$ cat config.mk
export PLATFORM = sky130hd
export DESIGN_NAME = regfile_alu_ctrl
export DESIGN_NICKNAME = d
export VERILOG_FILES = /design/src/rtl/regfile_alu_pkg.sv /design/src/rtl/regfile_alu_ctrl_alu8.sv /design/src/rtl/regfile_alu_ctrl.sv
export SDC_FILE = /design/constraint.sdc
export NUM_CORES = 1
export LEC_CHECK = 0
export BUFFER_PORTS_ARGS = -buffer_cell sky130_fd_sc_hd__buf_2
export CORE_ASPECT_RATIO = 0.7
export CORE_MARGIN = 10
export CORE_UTILIZATION = 55
export CTS_CLUSTER_DIAMETER = 120
export CTS_CLUSTER_SIZE = 30
export DETAILED_ROUTE_END_ITERATION = 10
export MAX_ROUTING_LAYER = met4
export PLACE_DENSITY_LB_ADDON = 0.25
export SLEW_MARGIN = 15
export SYNTH_ARGS = -nofsm -noshare
export SYNTH_HDL_FRONTEND = slang
export SYNTH_SLANG_ARGS = --single-unit
$ cat constraint.sdc
create_clock -name CLK -period 2.9 [get_ports CLK]
set_input_delay 0.145 -clock CLK [delete_from_list [all_inputs] [get_ports CLK]]
set_output_delay 0.145 -clock CLK [all_outputs]
set_load 0.02 [all_outputs]
$ cat src/rtl/regfile_alu_pkg.sv
// Shared constants for the register-file execute/writeback controller:
// opcode encodings, FSM state encoding and default datapath/address widths.
package regfile_alu_pkg;

  localparam int DW_DEF = 8;
  localparam int AW_DEF = 5;

  localparam logic [2:0] OP_ADD = 3'b000;
  localparam logic [2:0] OP_SUB = 3'b001;
  localparam logic [2:0] OP_AND = 3'b010;
  localparam logic [2:0] OP_OR  = 3'b011;
  localparam logic [2:0] OP_XOR = 3'b100;
  localparam logic [2:0] OP_MOV = 3'b101;
  localparam logic [2:0] OP_SHL = 3'b110;
  localparam logic [2:0] OP_LDI = 3'b111;

  typedef enum logic [1:0] {
    ST_IDLE  = 2'd0,
    ST_READ  = 2'd1,
    ST_EXEC  = 2'd2,
    ST_WRITE = 2'd3
  } state_e;

  // Two-operand ops occupy the low end of the opcode space.
  function automatic logic uses_src_b(input logic [2:0] op);
    return (op <= OP_XOR);
  endfunction

endpackage

$ cat src/rtl/regfile_alu_ctrl_alu8.sv
// Combinational ALU: result and carry/borrow from two operands, an immediate and an opcode.
// Zero latency; no handshake.
module alu8
  import regfile_alu_pkg::*;
#(
  parameter int DW = DW_DEF
) (
  input  logic [DW-1:0] a,
  input  logic [DW-1:0] b,
  input  logic [DW-1:0] imm,
  input  logic [2:0]    op_code,
  output logic [DW-1:0] result,
  output logic          carry
);

  logic [DW:0] sum;
  logic [DW:0] diff;

  always_comb begin
    sum    = {1'b0, a} + {1'b0, b};
    diff   = {1'b0, a} - {1'b0, b};
    result = '0;
    carry  = 1'b0;
    case (op_code)
      OP_ADD: {carry, result} = sum;
      // The extra top bit of the widened difference is the unsigned borrow.
      OP_SUB: {carry, result} = diff;
      OP_AND: result = a & b;
      OP_OR:  result = a | b;
      OP_XOR: result = a ^ b;
      OP_MOV: result = a;
      OP_SHL: begin
        result = {a[DW-2:0], 1'b0};
        carry  = a[DW-1];
      end
      OP_LDI: result = imm;
      default: result = '0;
    endcase
  end

endmodule

$ cat src/rtl/regfile_alu_ctrl.sv
// Execute/writeback controller: read regfile, ALU, write back; accept-to-WE latency 3 cycles.
// op_ready only in IDLE/WRITE (one op per 3 cycles back-to-back); op_valid is held off otherwise.
module regfile_alu_ctrl
  import regfile_alu_pkg::*;
#(
  parameter int DW = DW_DEF,
  parameter int AW = AW_DEF
) (
  input  logic          CLK,
  input  logic          RST,
  input  logic          op_valid,
  output logic          op_ready,
  input  logic [2:0]    op_code,
  input  logic [AW-1:0] op_dst,
  input  logic [AW-1:0] op_srcA,
  input  logic [AW-1:0] op_srcB,
  input  logic [DW-1:0] op_imm,
  output logic [AW-1:0] Readaddress_A,
  output logic [AW-1:0] Readaddress_B,
  output logic          RE_A,
  output logic          RE_B,
  input  logic [DW-1:0] rf_dataA,
  input  logic [DW-1:0] rf_dataB,
  output logic [AW-1:0] Writeaddress,
  output logic          WE,
  output logic [DW-1:0] wr_data,
  output logic          flag_z,
  output logic          flag_c,
  output logic          done
);

  state_e        state_q, state_d;
  logic [2:0]    code_q, code_d;
  logic [AW-1:0] dst_q, dst_d;
  logic [AW-1:0] src_a_q, src_a_d;
  logic [AW-1:0] src_b_q, src_b_d;
  logic [DW-1:0] imm_q, imm_d;
  logic [DW-1:0] opnd_a_q, opnd_a_d;
  logic [DW-1:0] opnd_b_q, opnd_b_d;
  logic [DW-1:0] res_q, res_d;
  logic          carry_q, carry_d;
  logic          fz_q, fz_d;
  logic          fc_q, fc_d;

  logic          accept;
  logic          re_a;
  logic          re_b;
  logic [DW-1:0] alu_res;
  logic          alu_carry;

  alu8 #(.DW(DW)) u_alu (
    .a       (opnd_a_q),
    .b       (opnd_b_q),
    .imm     (imm_q),
    .op_code (code_q),
    .result  (alu_res),
    .carry   (alu_carry)
  );

  assign op_ready = ((state_q == ST_IDLE) || (state_q == ST_WRITE)) && !RST;
  assign accept   = op_valid && op_ready;
  assign re_a     = (state_q == ST_READ) && (code_q != OP_LDI);
  assign re_b     = (state_q == ST_READ) && uses_src_b(code_q);

  always_comb begin
    state_d  = state_q;
    code_d   = code_q;
    dst_d    = dst_q;
    src_a_d  = src_a_q;
    src_b_d  = src_b_q;
    imm_d    = imm_q;
    opnd_a_d = opnd_a_q;
    opnd_b_d = opnd_b_q;
    res_d    = res_q;
    carry_d  = carry_q;
    fz_d     = fz_q;
    fc_d     = fc_q;

    case (state_q)
      ST_IDLE: if (accept) state_d = ST_READ;
      ST_READ: begin
        state_d  = ST_EXEC;
        // Unread ports contribute zero so the ALU never sees stale regfile data.
        opnd_a_d = re_a ? rf_dataA : '0;
        opnd_b_d = re_b ? rf_dataB : '0;
      end
      ST_EXEC: begin
        state_d = ST_WRITE;
        res_d   = alu_res;
        carry_d = alu_carry;
      end
      ST_WRITE: begin
        state_d = accept ? ST_READ : ST_IDLE;
        fz_d    = (res_q == '0);
        fc_d    = carry_q;
      end
      default: state_d = ST_IDLE;
    endcase

    if (accept) begin
      code_d  = op_code;
      dst_d   = op_dst;
      src_a_d = op_srcA;
      src_b_d = op_srcB;
      imm_d   = op_imm;
    end
  end

  always_ff @(posedge CLK) begin
    if (RST) begin
      state_q  <= ST_IDLE;
      code_q   <= '0;
      dst_q    <= '0;
      src_a_q  <= '0;
      src_b_q  <= '0;
      imm_q    <= '0;
      opnd_a_q <= '0;
      opnd_b_q <= '0;
      res_q    <= '0;
      carry_q  <= 1'b0;
      fz_q     <= 1'b0;
      fc_q     <= 1'b0;
    end else begin
      state_q  <= state_d;
      code_q   <= code_d;
      dst_q    <= dst_d;
      src_a_q  <= src_a_d;
      src_b_q  <= src_b_d;
      imm_q    <= imm_d;
      opnd_a_q <= opnd_a_d;
      opnd_b_q <= opnd_b_d;
      res_q    <= res_d;
      carry_q  <= carry_d;
      fz_q     <= fz_d;
      fc_q     <= fc_d;
    end
  end

  // A reset arriving during WRITE must drop the pending commit in the same cycle.
  assign WE            = (state_q == ST_WRITE) && !RST;
  assign done          = (state_q == ST_WRITE) && !RST;
  assign RE_A          = re_a;
  assign RE_B          = re_b;
  assign Readaddress_A = src_a_q;
  assign Readaddress_B = src_b_q;
  assign Writeaddress  = dst_q;
  assign wr_data       = res_q;
  assign flag_z        = fz_q;
  assign flag_c        = fc_q;

endmodule

== Word-level counts from Yosys, hierarchy flattened ==
Cells that the tools add are included.
Word-level totals
  register bits: 55
  output and inout bits: 30
Cells by class
  magnitude comparators: 1
  $add $sub $neg: 2
  bitwise logic cells: 3
  reduce and logical (&&, ||, !) cells: 10
  mux-type cells: 7
  equal/unequal tests: 12
Operators by type and width (number)
  8-bit case mux with 8 select lines: 1
  8-bit 2-to-1 mux: 2
  3-bit == test (second input constant): 4
  8-bit by 8-bit adder with 9-bit output: 1
  8-bit by 8-bit subtractor with 9-bit output: 1
  8-bit bitwise AND: 1
  8-bit zero test: 1
  8-bit OR: 1
  2-bit case mux with 4 select lines: 1
  8-bit bitwise XOR: 1
  3-bit by 2-bit == test with 1-bit output (second input constant): 2
  1-bit logical AND: 5
  2-bit == test (second input constant): 2
  3-bit by 1-bit == test with 1-bit output (second input constant): 1
  3-bit less-or-equal comparator (second input constant): 1
  3-bit zero test: 1
  3-bit inequality test (second input constant): 1
  1-bit case mux with 3 select lines: 1
  2-bit by 1-bit == test with 1-bit output (second input constant): 1
  2-bit zero test: 1
  2-bit 2-to-1 mux: 1
  2-bit inequality test (second input constant): 1
  1-bit zero test: 1
  1-bit logical OR: 1
  1-bit 2-to-1 mux: 1

== Longest topological paths before layout ==
  word-level depth: 6
  mapped depth: 9

== Cells and area by module ==
From an unflattened synthesis, not the netlist that was laid out.
Second synthesis, totals
  cells, all modules: 425
  area total of the unflattened synthesis: 3512.1 µm²
Modules (own cells, without submodules)
  regfile_alu_ctrl: seq. area each 1101.1 µm², instances 1, area an instance 2172.1 µm², cells each 245
  alu8: seq. area each 0.0 µm², instances 1, area an instance 1340.0 µm², cells each 180

== Least setup slack after synthesis ==
OpenSTA, ideal clock, no wires.
  path type: flip-flop to flip-flop
  start: register opnd_a_q[0]
  end: register res_q[6] (netlist: wr_data[6])
  clock period less this slack: 2.247 ns
  library setup time: 0.145 ns
  slack: 0.653 ns
  buffers on the path: 0
  data arrival time: 2.102 ns
  cell stages (with the launch flop): 10
  path through: dfxtp_1 -> inv_1 -> ha_1 -> fa_1 -> or2_1 -> a221oi_2 -> o31ai_1 -> a211o_1 -> o31ai_1 -> a41oi_1
On the way
  word-level cells in the longest chain between the ends: 2
Ends and longest elaborated chain
  from (decl): RTL line regfile_alu_ctrl.sv:38  | logic [DW-1:0] opnd_a_q, opnd_a_d;
  from (signal assigned): RTL line regfile_alu_ctrl.sv:130  | opnd_a_q <= opnd_a_d;
  8-bit by 8-bit subtractor with 9-bit output or 8-bit by 8-bit adder with 9-bit output (tied branches): RTL line regfile_alu_ctrl_alu8.sv:21, regfile_alu_ctrl_alu8.sv:20
  8-bit case mux with 8 select lines *: RTL line regfile_alu_ctrl_alu8.sv:24  | case (op_code)
  to (signal assigned): RTL line regfile_alu_ctrl.sv:132  | res_q <= res_d;
  to (decl): RTL line regfile_alu_ctrl.sv:40  | logic [DW-1:0] res_q, res_d;
Mark *: on every way between the ends. The rest lies on a longest branch, timed or not.
A chain may end at the register's enable or synchronous reset.

== Worst setup path in the final report ==
Same ends and word-level chain as after synthesis.

==> flow_summary.ini <==
[final_layout]
final_cells = 583
finalInstanceArea_um2 = 3970
n_fill_cell = 581
nNetsFinal = 581
final_util_pct = 64.5
drive_gt1_share_pct = 20.0
area_delta_synth_final_pct = 15.0
n_antenna_cell = 0
final_common_cell = buf_2
final_cell_mix = 74 x buf_2, 63 x nand2_1, 55 x dfxtp_1

[clock_network]
cts_resized = 0
cts_hold_buf = 0
h-tree-depth = 2
cts_setup_buffers = 0
cts-root-buf = clkbuf_8
cts_tree = built
cts_sinks = 55
cts_buffers = 5
clk_pin_slew_ps = 110
clock_latency_ps = 320
clockBufferDepth = 2

[critical_path]
timing.rr.start = opnd_a_q[0]
startpoint_type = register
critPathKind = reg2reg
rr_worst_depth = 9
worstPathArrival_ps = 2700
cp-startpoint = opnd_a_q[0]
r2r_setup_slack_ps = 370
critPathMaxFanout = 5
cp_data_required_time_ps = 3080
rr_endpoint = wr_data[6]
endpoint = wr_data[6]
cp-end-kind = register

[outcome]
status = completed

[route]
routed_wl_um = 9820
drt_first_pass_iters = 5
route.detailed.drc = 0
final_antenna_net_count = 0
routed_via_density = 5.70
first_iter_violations = 427
post_drt_wl_per_cell_um = 16.8
vias = 3326

[floorplan]
start_util_pct = 56.0
dieArea_um2 = 9890
die_w_um = 115
die-height_um = 86.3
rows = 24
coreArea_um2 = 6160
num_io_pins = 75

[pwr]
p_per_area_nw_per_um2 = 836
power_mw = 3.32
ir_drop_mv = 0.458
p_leak_nw = 1.65

[grt]
globalRouteMet1Util_pct = 27.7
gr-total-overflow = 0
busiest_layer = met2
antenna_found_initial = 0
grt_pass1_vias = 3094
grt_util_all_layers_pct = 19.7
grt_use_met3_pct = 3.52
grt_first_pass_wirelength_um = 15600
grt_max_degree = 46
use_met2_pct = 28.4

[sta]
worst_slack_ps = 374
fmax_ghz = 0.396
finClkSkew_ps = 8.05
setup-tns-final_ps = 0
hold-worst-slack_ps = 13.4
drv_slew = 0
fin_crit_sh_pct = 87.1
finalSetupViolations = 0
worst_slew_pin_slew_ps = 863
max_slew_margin_pct = 42.5
rsz0062_at_grt = false
fin_crit_ps = 2530
hold_viol = 0

[hold_path]
hold_class = in2reg

[place]
place_area_um2 = 3870
dp_hpwl_um = 7380
io_buffers = 74
place_inst = 575
gp_congestion = 0.935
place_worst_setup_slack_ps = 413

[yosys]
async_flop_share_pct = 0
synthCells = 441
yosys_register_bits = 55
synth_seq_area_share_pct = 31.9
synth_edf_count = 0
yosysUniqueCellTypes = 56
syn_area_um2 = 3450
synth_nets = 518
synthFlopType = dfxtp_1
ys_warn_count = 0
syn_avg_cell_area_um2 = 7.82

[flow_run]
max_cap_viol_count = 0
how the worst min path moves through the flow:
stage	endpoint	depth (start not counted)	slack, ps	startpoint
floorplan	code_q[1]	2	250	op_code[1]
global placement	Writeaddress[3]	3	340	op_dst[3]
detailed placement	Writeaddress[4]	3	340	op_dst[4]
CTS	imm_q[3]	3	10	op_imm[3]
global route	Writeaddress[4]	3	10	op_dst[4]
finish	Writeaddress[0]	3	10	op_dst[0]
worst max-delay path: stages, from the launching register on:
cell,delay (ps)
dfxtp_1,410
inv_1,100
ha_1,220
fa_1,400
or2_1,290
a221oi_2,330
o31ai_1,140
a211o_1,300
o31ai_1,60
a41oi_1,140
synthesized netlist by cell type (5+ instances only):
cell,instances,area [um^2]
inv_1,30,113
nand2_1,63,236
buf_2,5,25.0
o21ai_0,40,200
nor3_1,10,50.1
clkbuf_1,18,67.6
ha_1,30,375
dfxtp_1,55,1100
a21oi_1,19,95.1
o31ai_1,6,45.0
nand2b_1,16,100
mux2i_1,7,70.1
nor2_1,41,154
a211oi_1,8,60.1
a221oi_1,6,52.6
a22oi_1,19,143
nand3_1,7,35.0
layer usage:
metal  routed length (um)  part of all wire, %  vias to the layer above
met5                    0                    0                        -
met4                  104                  1.1                        0
met3                  727                  7.4                       13
met2                 4200                   43                      135
met1                 4780                   49                     1513
li1                     -                    -                     1665
where the power goes:
part / switching, mW / total [mW] / internal (mW)
logic: 1.10 / 1.75 / 0.651
clock network: 0.270 / 0.466 / 0.196
registers: 0.175 / 1.11 / 0.931
total: 1.54 / 3.32 / 1.78
kinds of logic after synthesis:
family / count (synthesis) / share of synthesized area, %
multiplexers: 7 / 2.03
flip-flops: 55 / 31.9
AO/OA/AOI/OAI: 133 / 26.2
XOR/XNOR: 3 / 0.762
buffers and inverters: 58 / 6.93
adder cells (fa/ha/maj): 32 / 12.0
AND/OR/NAND/NOR: 153 / 20.1
area by class of cell:
| cell class | instances | area, um^2 | share of cell area, % |
|---|---|---|---|
| inverter | 31 | 116 | 2.93 |
| tap | 78 | 97.6 | 2.46 |
| timing repair buffer | 83 | 438 | 11.0 |
| sequential | 55 | 1100 | 27.8 |
| clock inverter | 2 | 16.3 | 0.410 |
| multi-input combinational | 328 | 2120 | 53.3 |
| clock buffer | 6 | 82.6 | 2.08 |
registers in the layout, summed over array words and instances, names as in the netlist:
name	cells
state_q	2
Readaddress_A	5
flag_z	1
Writeaddress	5
Readaddress_B	5
carry_q	1
imm_q	8
wr_data	8
code_q	3
flag_c	1
opnd_b_q	8
opnd_a_q	8
(Power assumes the default switching activity.)
